**src/rtl/tile_scroller_pkg.sv**
```systemverilog
// Shared constants, FSM encoding and key helpers for the tile scroller game.
// Geometry is in pixels; each key row is KEY_HEIGHT tall and the bottom row spans BOTTOM_MIN..HEIGHT-1.
package tile_scroller_pkg;

  localparam logic [9:0]  HEIGHT     = 10'd120;
  localparam logic [9:0]  KEY_HEIGHT = 10'd30;
  localparam logic [8:0]  BOTTOM_MIN = 9'd90;
  localparam logic [9:0]  SCORE_MAX  = 10'd999;
  localparam int          KEY_W      = 4;
  localparam logic [19:0] KEYS_RESET = 20'h12481;

  typedef enum logic [2:0] {
    IDLE,
    UPDATE,
    DRAW,
    RELEASE,
    OVER
  } state_t;

  function automatic logic [KEY_W-1:0] key_onehot(input logic [1:0] sel);
    key_onehot      = '0;
    key_onehot[sel] = 1'b1;
  endfunction

endpackage

```
**src/rtl/tile_scroller_key_lfsr.sv**
```systemverilog
// Pseudo-random source for new top-row keys: 8-bit Fibonacci LFSR (taps 8,6,5,4).
// The key output reflects the current state; step advances it by one.
module key_lfsr
  import tile_scroller_pkg::*;
#(
  parameter logic [7:0] SEED = 8'hA5
) (
  input  logic             clk,
  input  logic             resetn,
  input  logic             step,
  output logic [KEY_W-1:0] key
);

  logic [7:0] lfsr;
  logic       feedback;

  assign feedback = lfsr[7] ^ lfsr[5] ^ lfsr[4] ^ lfsr[3];
  assign key      = key_onehot(lfsr[1:0]);

  always_ff @(posedge clk or negedge resetn) begin
    if (!resetn) begin
      lfsr <= SEED;
    end else if (step) begin
      lfsr <= {lfsr[6:0], feedback};
    end
  end

endmodule

```
**src/rtl/tile_scroller.sv**
```systemverilog
// Piano-tiles style game core: scrolls five key rows, judges button presses and
// hands each frame to an external renderer through a draw_en/render_done handshake.
module tile_scroller
  import tile_scroller_pkg::*;
#(
  parameter logic [8:0] SPEED     = 9'd1,
  parameter logic [7:0] LFSR_SEED = 8'hA5
) (
  input  logic        clk,
  input  logic        resetn,
  input  logic        frame_tick,
  input  logic [3:0]  play_keys,
  input  logic        render_done,
  output logic        draw_en,
  output logic [19:0] keys,
  output logic [8:0]  yoffset,
  output logic [1:0]  num_hit,
  output logic [9:0]  score,
  output logic        game_over
);

  state_t state, state_nxt;

  logic             pending_tick;
  logic             take_tick;
  logic [3:0]       prev_keys;
  logic [3:0]       rise;
  logic [3:0]       press_pend;

  logic [KEY_W-1:0] new_key;
  logic [KEY_W-1:0] target;
  logic             shift;
  logic             lfsr_step;
  logic [9:0]       sum;
  logic [19:0]      keys_nxt;
  logic [8:0]       y_nxt;
  logic [1:0]       hit_nxt;
  logic [9:0]       score_nxt;
  logic             over_nxt;

  key_lfsr #(
    .SEED (LFSR_SEED)
  ) u_key_lfsr (
    .clk    (clk),
    .resetn (resetn),
    .step   (lfsr_step),
    .key    (new_key)
  );

  always_ff @(posedge clk or negedge resetn) begin
    if (!resetn) begin
      state <= IDLE;
    end else begin
      state <= state_nxt;
    end
  end

  // RELEASE returns to OVER once the game has ended so that OVER only replays the last frame.
  always_comb begin
    state_nxt = state;
    draw_en   = 1'b0;
    take_tick = 1'b0;
    case (state)
      IDLE: begin
        if (frame_tick || pending_tick) begin
          state_nxt = UPDATE;
          take_tick = 1'b1;
        end
      end
      UPDATE: begin
        state_nxt = over_nxt ? OVER : DRAW;
      end
      DRAW: begin
        draw_en = 1'b1;
        if (render_done) begin
          state_nxt = RELEASE;
        end
      end
      RELEASE: begin
        state_nxt = game_over ? OVER : IDLE;
      end
      OVER: begin
        if (frame_tick || pending_tick) begin
          state_nxt = DRAW;
          take_tick = 1'b1;
        end
      end
      default: begin
        state_nxt = IDLE;
      end
    endcase
  end

  always_ff @(posedge clk or negedge resetn) begin
    if (!resetn) begin
      pending_tick <= 1'b0;
    end else if (take_tick) begin
      pending_tick <= 1'b0;
    end else if (frame_tick && (state == UPDATE || state == DRAW || state == RELEASE)) begin
      pending_tick <= 1'b1;
    end
  end

  assign rise = play_keys & ~prev_keys;

  // The whole edge vector is latched so multi-button presses are judged as wrong.
  always_ff @(posedge clk or negedge resetn) begin
    if (!resetn) begin
      prev_keys  <= '0;
      press_pend <= '0;
    end else begin
      prev_keys <= play_keys;
      if (state == UPDATE && press_pend != '0) begin
        press_pend <= '0;
      end else if (press_pend == '0 && rise != '0) begin
        press_pend <= rise;
      end
    end
  end

  // Press judgement first, then scroll; the scroll sees the post-press hit count.
  always_comb begin
    target    = (num_hit == 2'd0) ? keys[KEY_W-1:0] : keys[2*KEY_W-1:KEY_W];
    hit_nxt   = num_hit;
    score_nxt = score;
    over_nxt  = game_over;
    keys_nxt  = keys;
    y_nxt     = yoffset;
    shift     = 1'b0;
    sum       = {1'b0, yoffset} + {1'b0, SPEED};

    if (press_pend != '0) begin
      if (num_hit < 2'd2 && press_pend == target) begin
        hit_nxt = num_hit + 2'd1;
        if (score < SCORE_MAX) begin
          score_nxt = score + 10'd1;
        end
      end else begin
        over_nxt = 1'b1;
      end
    end

    if (sum < HEIGHT) begin
      y_nxt = sum[8:0];
    end else begin
      shift    = 1'b1;
      y_nxt    = 9'(sum - KEY_HEIGHT);
      keys_nxt = {new_key, keys[19:KEY_W]};
      if (hit_nxt == 2'd0) begin
        over_nxt = 1'b1;
      end else begin
        hit_nxt = hit_nxt - 2'd1;
      end
    end
  end

  assign lfsr_step = shift && (state == UPDATE);

  always_ff @(posedge clk or negedge resetn) begin
    if (!resetn) begin
      keys      <= KEYS_RESET;
      yoffset   <= BOTTOM_MIN;
      num_hit   <= 2'd0;
      score     <= 10'd0;
      game_over <= 1'b0;
    end else if (state == UPDATE) begin
      keys      <= keys_nxt;
      yoffset   <= y_nxt;
      num_hit   <= hit_nxt;
      score     <= score_nxt;
      game_over <= over_nxt;
    end
  end

endmodule

```
**config.mk**
```make
export PLATFORM = sky130hd
export DESIGN_NAME = tile_scroller
export DESIGN_NICKNAME = d
export VERILOG_FILES = /design/src/rtl/tile_scroller_pkg.sv /design/src/rtl/tile_scroller_key_lfsr.sv /design/src/rtl/tile_scroller.sv
export SDC_FILE = /design/constraint.sdc
export NUM_CORES = 1
export LEC_CHECK = 0
export CAP_MARGIN = 20
export CORE_ASPECT_RATIO = 0.6
export CORE_MARGIN = 3
export CORE_UTILIZATION = 53
export DETAILED_ROUTE_END_ITERATION = 8
export PLACE_DENSITY = 0.78
export SKIP_CTS_REPAIR_TIMING = 1
export SLEW_MARGIN = 0
export SYNTH_ARGS = -nofsm -noshare
export SYNTH_HDL_FRONTEND = slang
export SYNTH_SLANG_ARGS = --single-unit
```
**constraint.sdc**
```tcl
create_clock -name clk -period 3.61 [get_ports clk]
set_input_delay 0.722 -clock clk [delete_from_list [all_inputs] [get_ports clk]]
set_output_delay 0.722 -clock clk [all_outputs]
set_load 0.05 [all_outputs]
```
==> parameters.txt <==
Parameter                              Value

Routing
  Drt via density    roughly 5.5
  Residual DRC    0
  Total vias in the final route    2,392
  Length of the first detailed-routing pass in iterations    5
  Iter 0 DRT Violations    100
  Antenna violation net count after detailed routing    0
  Final wirelength    between 6000 and 7000 um
  Post-DR wirelength/cell    about 15 um

Floorplanning
  Horizontal extent of the die    slightly above 100 um
  Total I/O pin count    51
  Starting density of the core    between 50% and 60%
  Overall die area    around 6600 um^2
  Floorplan die height    about 64 um
  Placeable core region    about 5300 um^2
  Number of rows created at floorplan    20

Layout
  Area of combinational cells with multiple inputs    roughly 1300 um^2
  Share of final-layout standard cells stronger than drive strength 1    11.0%
  Sequential cell area in the final layout    between 1500 and 2000 um^2
  # diodes    0
  Commonest cells after routing, fill and taps aside    83 x sky130_fd_sc_hd__nand2_1, 49 x sky130_fd_sc_hd__dfrtp_1, 49 x sky130_fd_sc_hd__clkdlybuf4s50_1
  Design area    3750 um^2
  Number of inserted filler cells in the final layout    a little under 400
  Most common cell after layout, fill and taps aside    sky130_fd_sc_hd__nand2_1
  Area growth from synthesis to final layout    24.9%
  Post-layout nets    approximately 380

Clock network
  H-tree depth    3
  Insertion delay to the later sink of the worst-skew pair    approximately 0.34 ns
  TritonCTS clock tree    built
  CTS clock-pin slew for the worst setup and hold paths    ~0.07 ns
  CTS Root Cell    sky130_fd_sc_hd__clkbuf_8
  Number of clock buffers inserted by TritonCTS    9
  Count of clock tree sinks    62
  Worst-case clock buffer depth    2

GRT
  Maximum number of pins on one net before global-route repair    28
  Fraction of met3 tracks used by global routing    between 7 and 8%
  Overall track demand over capacity in global routing    a little over a fifth
  Via count of the first global-routing pass    2,345
  First-pass GRT wire length    roughly 11,000 um
  Initial antenna violation count    0
  GR peak layer    met1
  Met2 Track Usage GR    between 20% and 30%
  Aggregate global routing overflow    0
  Met1 Use GR    roughly 33%

Pwr
  LEAKAGE    1.70 nW
  Worst ir drop on vdd    approximately 450 uV
  Power per unit of standard cell area    between 600 and 700 nW/um^2

Placement
  Placed Area    3550 um^2
  Post-DP HPWL    around 4700 um
  Global placement routability congestion    roughly 0.78
  Quantity of I/O buffers inserted on ports    50

Synth
  Synthesized-area fraction occupied by ao, oa, aoi and oai cells    9.90%
  Number of distinct standard cells referenced by the synthesized netlist    45
  Proportion of synthesized area in mux cells    roughly 3.7%
  Post-synth net total    ~330
  Average cell area after synthesis    roughly 9.5 um^2
  Netlist Area Pre-Place    ~3000 um^2
  Warnings from Yosys    0
  Synth Area in Simple Gates    roughly 22%
  Share of the yosys chip area belonging to registers    between 50% and 60%
  Synthesized-area fraction occupied by xor and xnor cells    between 6 and 7%
  Flop and latch count out of synthesis    between 60 and 70
  Dominant combinational cell family by area after synthesis    simple AND/OR/NAND/NOR gates
  Adder and majority cell fraction of the synthesized area    approximately 1.7%
  Synth Instances    roughly 320

STA
  Max Slew Vio Count    0
  Transition time at the pin with the least slew margin    ~0.96 ns
  Hold Fails Final Rpt    0
  Slew headroom    35.8%
  RSZ-0062 raised after global routing    no
  Share of the clock period used by the worst path    approximately four fifths
  Sum of negative setup slack    0 ns
  Peak Freq    around 0.35 GHz
  Setup Skew    between 0.008 and 0.009 ns
  Fin crit period    roughly 2.9 ns
  Final setup fails    0

Worst setup path
  Critical path launch point type    register
  CP Data Required Time    approximately 3.8 ns
  CP startpoint    num_hit[0]
  Data arrival time at the worst-slack endpoint    3.10 ns
  Worst setup path category    register to register
  Register-to-register setup slack    0.73 ns
  Origin of the critical flop-to-flop path    num_hit[0]
  Largest driver fanout on the critical path    7
  Nature of the critical path endpoint    register

Run
  Count of max-cap constraint violations    0

Status
  Result of the run    finished, final reports clean

Worst hold path
  Worst min-delay path category    input pin to asynchronous set/reset pin
==> logic make-up (layout without fill, tap and decap cells) <==
| kind of cell | Yosys count | count (layout) |
|---|---|---|
| AO/OA/AOI/OAI | 46 | 46 |
| adder cells (fa/ha/maj) | 4 | 4 |
| buffers and inverters | 27 | 84 |
| XOR/XNOR | 23 | 23 |
| multiplexers | 11 | 11 |
| flip-flops | 62 | 62 |
| AND/OR/NAND/NOR | 142 | 142 |
==> layer usage <==
metal  vias to the layer above  part of all wire [%]
met2                        65                    43
met5                         -                     0
met3                         4                   6.2
li1                       1175                     -
met4                         0                  0.51
met1                      1148                    51
==> where the power goes <==
group | internal, mW | total, mW | switching [mW] | leakage [nW]
logic | 0.318 | 0.840 | 0.522 | 0.818
registers | 0.803 | 0.952 | 0.149 | 0.785
clock network | 0.337 | 0.603 | 0.265 | 0.0955
==> per-stage QoR <==
step                      power (mW)  cells  hold slack (ns)  util [%]  worst slack (ns)
after global routing            2.53    438            0.397      71.5             0.431
after CTS                       2.41    438            0.369      71.5             0.728
after floorplan                 1.55    315            0.426         -             0.583
after global placement          1.77    422            0.451      67.6             0.863
final                           2.39    438            0.363      71.5             0.727
after detailed placement        1.80    422            0.455      67.6             0.744
==> sequential cells by signal (all words and copies together) (netlist names) <==
register	count
num_hit	2
press_pend	4
score	10
u_key_lfsr.lfsr	8
state	3
keys	20
game_over	1
pending_tick	1
yoffset	9
prev_keys	4
==> synth_stat cells, drive strengths merged <==
master | count | area share (%)
nand2 | 83 | 10
a211o | 1 | 0.29
o221ai | 1 | 0.29
o21ai | 14 | 2.3
nor2b | 2 | 0.42
nor4 | 3 | 1.3
and2b | 1 | 0.25
and3 | 6 | 1.2
a31oi | 3 | 0.62
a32o | 4 | 1.3
dfrtp | 49 | 41
a21oi | 9 | 1.5
or4 | 1 | 0.37
a22oi | 1 | 0.25
nor3 | 6 | 1.0
clkbuf | 8 | 1.0
xor2 | 5 | 1.5
dfstp | 13 | 11
nor3b | 1 | 0.25
xnor2 | 18 | 5.2
mux2 | 2 | 0.75
ha | 4 | 1.7
o22ai | 1 | 0.21
o31ai | 3 | 0.75
mux2i | 9 | 3.0
nand2b | 1 | 0.21
a21boi | 1 | 0.25
nand3 | 2 | 0.33
nand3b | 2 | 0.50
o21bai | 2 | 0.50
and2 | 2 | 0.42
inv | 14 | 1.7
buf | 5 | 1.0
and4 | 2 | 0.58
a211oi | 3 | 0.75
nor2 | 19 | 2.5
a21o | 2 | 0.54
a32oi | 1 | 0.29
nand4 | 11 | 2.3
==> layout make-up <==
class / count / share of cell area (%)
Clock buffer: 11 / 3.77
Clock inverter: 5 / 1.57
Inverter: 14 / 1.40
Multi-Input combinational cell: 226 / 35.3
Sequential cell: 62 / 41.8
Tap cell: 66 / 2.20
Timing Repair Buffer: 54 / 14.0
==> path summary, 6_finish.rpt <==
kind                                 endpoint  depth (start not counted)
setup / recovery                     state[1]                          9
hold / removal                       score[7]                          1
setup reg to reg                     state[1]                          9
hold reg to reg            u_key_lfsr.lfsr[2]                          2
max in group asynchronous          yoffset[1]                          2
min in group clk           u_key_lfsr.lfsr[2]                          2
==> worst max-delay path, cell delays in order, from the launching register on <==
cell	delay, ns
sky130_fd_sc_hd__dfrtp_1	0.45
sky130_fd_sc_hd__inv_1	0.14
sky130_fd_sc_hd__ha_1	0.30
sky130_fd_sc_hd__mux2i_1	0.25
sky130_fd_sc_hd__mux2i_1	0.09
sky130_fd_sc_hd__or4_4	0.58
sky130_fd_sc_hd__nor2_1	0.27
sky130_fd_sc_hd__mux2i_1	0.27
sky130_fd_sc_hd__a21oi_1	0.12
sky130_fd_sc_hd__a211o_1	0.30
No activity file was read; power rests on OpenSTA's default activity.
==> variant (same flow settings) <==
Register the inputs `frame_tick`, `play_keys` and `render_done` before use, without a reset. The logic sees them one clock later.
--- a/src/rtl/tile_scroller.sv
+++ b/src/rtl/tile_scroller.sv
@@ -19,4 +19,14 @@
   output logic        game_over
 );
+
+  logic frame_tick_q;
+  logic [3:0] play_keys_q;
+  logic render_done_q;
+
+  always_ff @(posedge clk) begin
+    frame_tick_q  <= frame_tick;
+    play_keys_q   <= play_keys;
+    render_done_q <= render_done;
+  end
 
   state_t state, state_nxt;
@@ -63,5 +73,5 @@
     case (state)
       IDLE: begin
-        if (frame_tick || pending_tick) begin
+        if (frame_tick_q || pending_tick) begin
           state_nxt = UPDATE;
           take_tick = 1'b1;
@@ -73,5 +83,5 @@
       DRAW: begin
         draw_en = 1'b1;
-        if (render_done) begin
+        if (render_done_q) begin
           state_nxt = RELEASE;
         end
@@ -81,5 +91,5 @@
       end
       OVER: begin
-        if (frame_tick || pending_tick) begin
+        if (frame_tick_q || pending_tick) begin
           state_nxt = DRAW;
           take_tick = 1'b1;
@@ -97,10 +107,10 @@
     end else if (take_tick) begin
       pending_tick <= 1'b0;
-    end else if (frame_tick && (state == UPDATE || state == DRAW || state == RELEASE)) begin
+    end else if (frame_tick_q && (state == UPDATE || state == DRAW || state == RELEASE)) begin
       pending_tick <= 1'b1;
     end
   end
 
-  assign rise = play_keys & ~prev_keys;
+  assign rise = play_keys_q & ~prev_keys;
 
   // The whole edge vector is latched so multi-button presses are judged as wrong.
@@ -110,5 +120,5 @@
       press_pend <= '0;
     end else begin
-      prev_keys <= play_keys;
+      prev_keys <= play_keys_q;
       if (state == UPDATE && press_pend != '0) begin
         press_pend <= '0;
Function: changed (a bounded check fails within 4 cycles, from zero or initial values and one cycle with resetn low).
==> variant against the original RTL <==
- non-clock buffer count is 2 lower
- first-iteration DRC count increased by 120%
- combinational power up 32%
- clock skew about the same
- sequential share of layout area down 0.74 points
- total power rose by 15%
- sequential cell count increased by 6
- worst setup slack worse by 0.21 ns
- wire length grew 12%
- final cell count decreased by 0.91%
- via count grew 6.1%
- cell area is 9.6% higher
- area after synthesis up 13%
- critical endpoint is now keys[4]
- highest routed layer unchanged
==> variant: results (changes against the original RTL) <==
outcome:
  outcome: "completed"
synthesis:
  ys_seq_area_frac: 0.498  # -0.0236
  synthTopCellsByCount: "dfrtp_1, mux2_2, nand2_1"
  syn_nets: 312  # -4.6%
  async_flop_share: 0.912  # -0.0882
route:
  wl_per_cell_um: 16.8  # +13%
  drt-pass1-iter-count: 4  # -1
  wirelength_um: 7290  # +12%
  vias: 2537  # +6.1%
global_routing:
  grt_usage: 0.219  # +0.00107
  grt_pass1_vias: 2421  # +3.2%
  grt_max_degree: 45  # +61%
cells_and_area:
  fin_nets: 361  # -4.7%
  drive_gt1_frac: 0.181  # +0.0706
critical_path:
  arrival_ns: 3.32  # +0.22 ns
  r2r_slack_ns: 0.52  # -0.21 ns
placement:
  post_dp_cell_area_sq_mm: 0.00391  # +10%
  dpl.cell_count: 418  # -0.95%
pwr:
  clk-power_mw: 0.618  # +2%
  p_per_area_mw_per_mm2: 670  # +5.1%
  seq_power_share: 0.374  # -0.023
  ir_drop_v: 0.000410  # -9.1%
timing:
  worst_pin_slew_ns: 0.984  # +0.0286 ns
  fin_skew_ns: 0.00899  # +0.000401 ns
  hold_ws_ns: 0.296  # -0.0669 ns
  fmax_mhz: 324  # -6.7%
-- variant: cell count changes in the layout (fill, tap and decap cells not counted), moves of 5 or more --
cell	before	now
nand2_1	83	18
mux2_2	2	21
nand3_1	2	9
nand4_1	11	4
dfxtp_1	0	6
nor4_1	1	7
mux2_1	0	5
nand2b_1	1	6
nor2_1	17	12
-- variant: path summary, 6_finish.rpt --
kind / start / endpoint
worst max-delay path: yoffset[1] / keys[4]
worst min-delay path: resetn / score[7]
worst max register to register: yoffset[1] / keys[4]
worst min register to register: play_keys_q[2] / prev_keys[2]
max in group asynchronous: resetn / yoffset[4]
min in group clk: play_keys_q[2] / prev_keys[2]
-- variant: kinds of logic after synthesis --
kind of cell	count (synthesis)	synth area share
buffers and inverters	26	0.0391
multiplexers	33	0.108
AND/OR/NAND/NOR	89	0.149
AO/OA/AOI/OAI	60	0.140
adder cells (fa/ha/maj)	4	0.0148
flip-flops	68	0.498
XOR/XNOR	20	0.0517
-- variant: critical path: stages (launching register included) --
cell	delay (ns)
dfstp_2	0.58
ha_1	0.46
a21oi_1	0.11
o211a_1	0.26
o32a_4	0.36
o21ai_4	0.77
mux2_2	0.43
-- variant: layout make-up --
type	instances	area (sq um)
multi-input cells	206	1570
flip-flops and latches	68	1690
repair buffers	52	510
inverters	12	45.0
fillers	451	1770
clock buffers	10	138
clock inverters	6	63.8
well taps	80	100
-- variant: per-layer routing --
| metal | wire [um] | track usage | vias up | part of all wire |
|---|---|---|---|---|
| li1 | - | - | 1204 | - |
| met1 | 3600 | 0.316 | 1220 | 0.49 |
| met2 | 3000 | 0.304 | 104 | 0.41 |
| met3 | 590 | 0.0745 | 9 | 0.081 |
| met4 | 95 | 0.0809 | 0 | 0.013 |
| met5 | 0 | 0 | - | 0 |
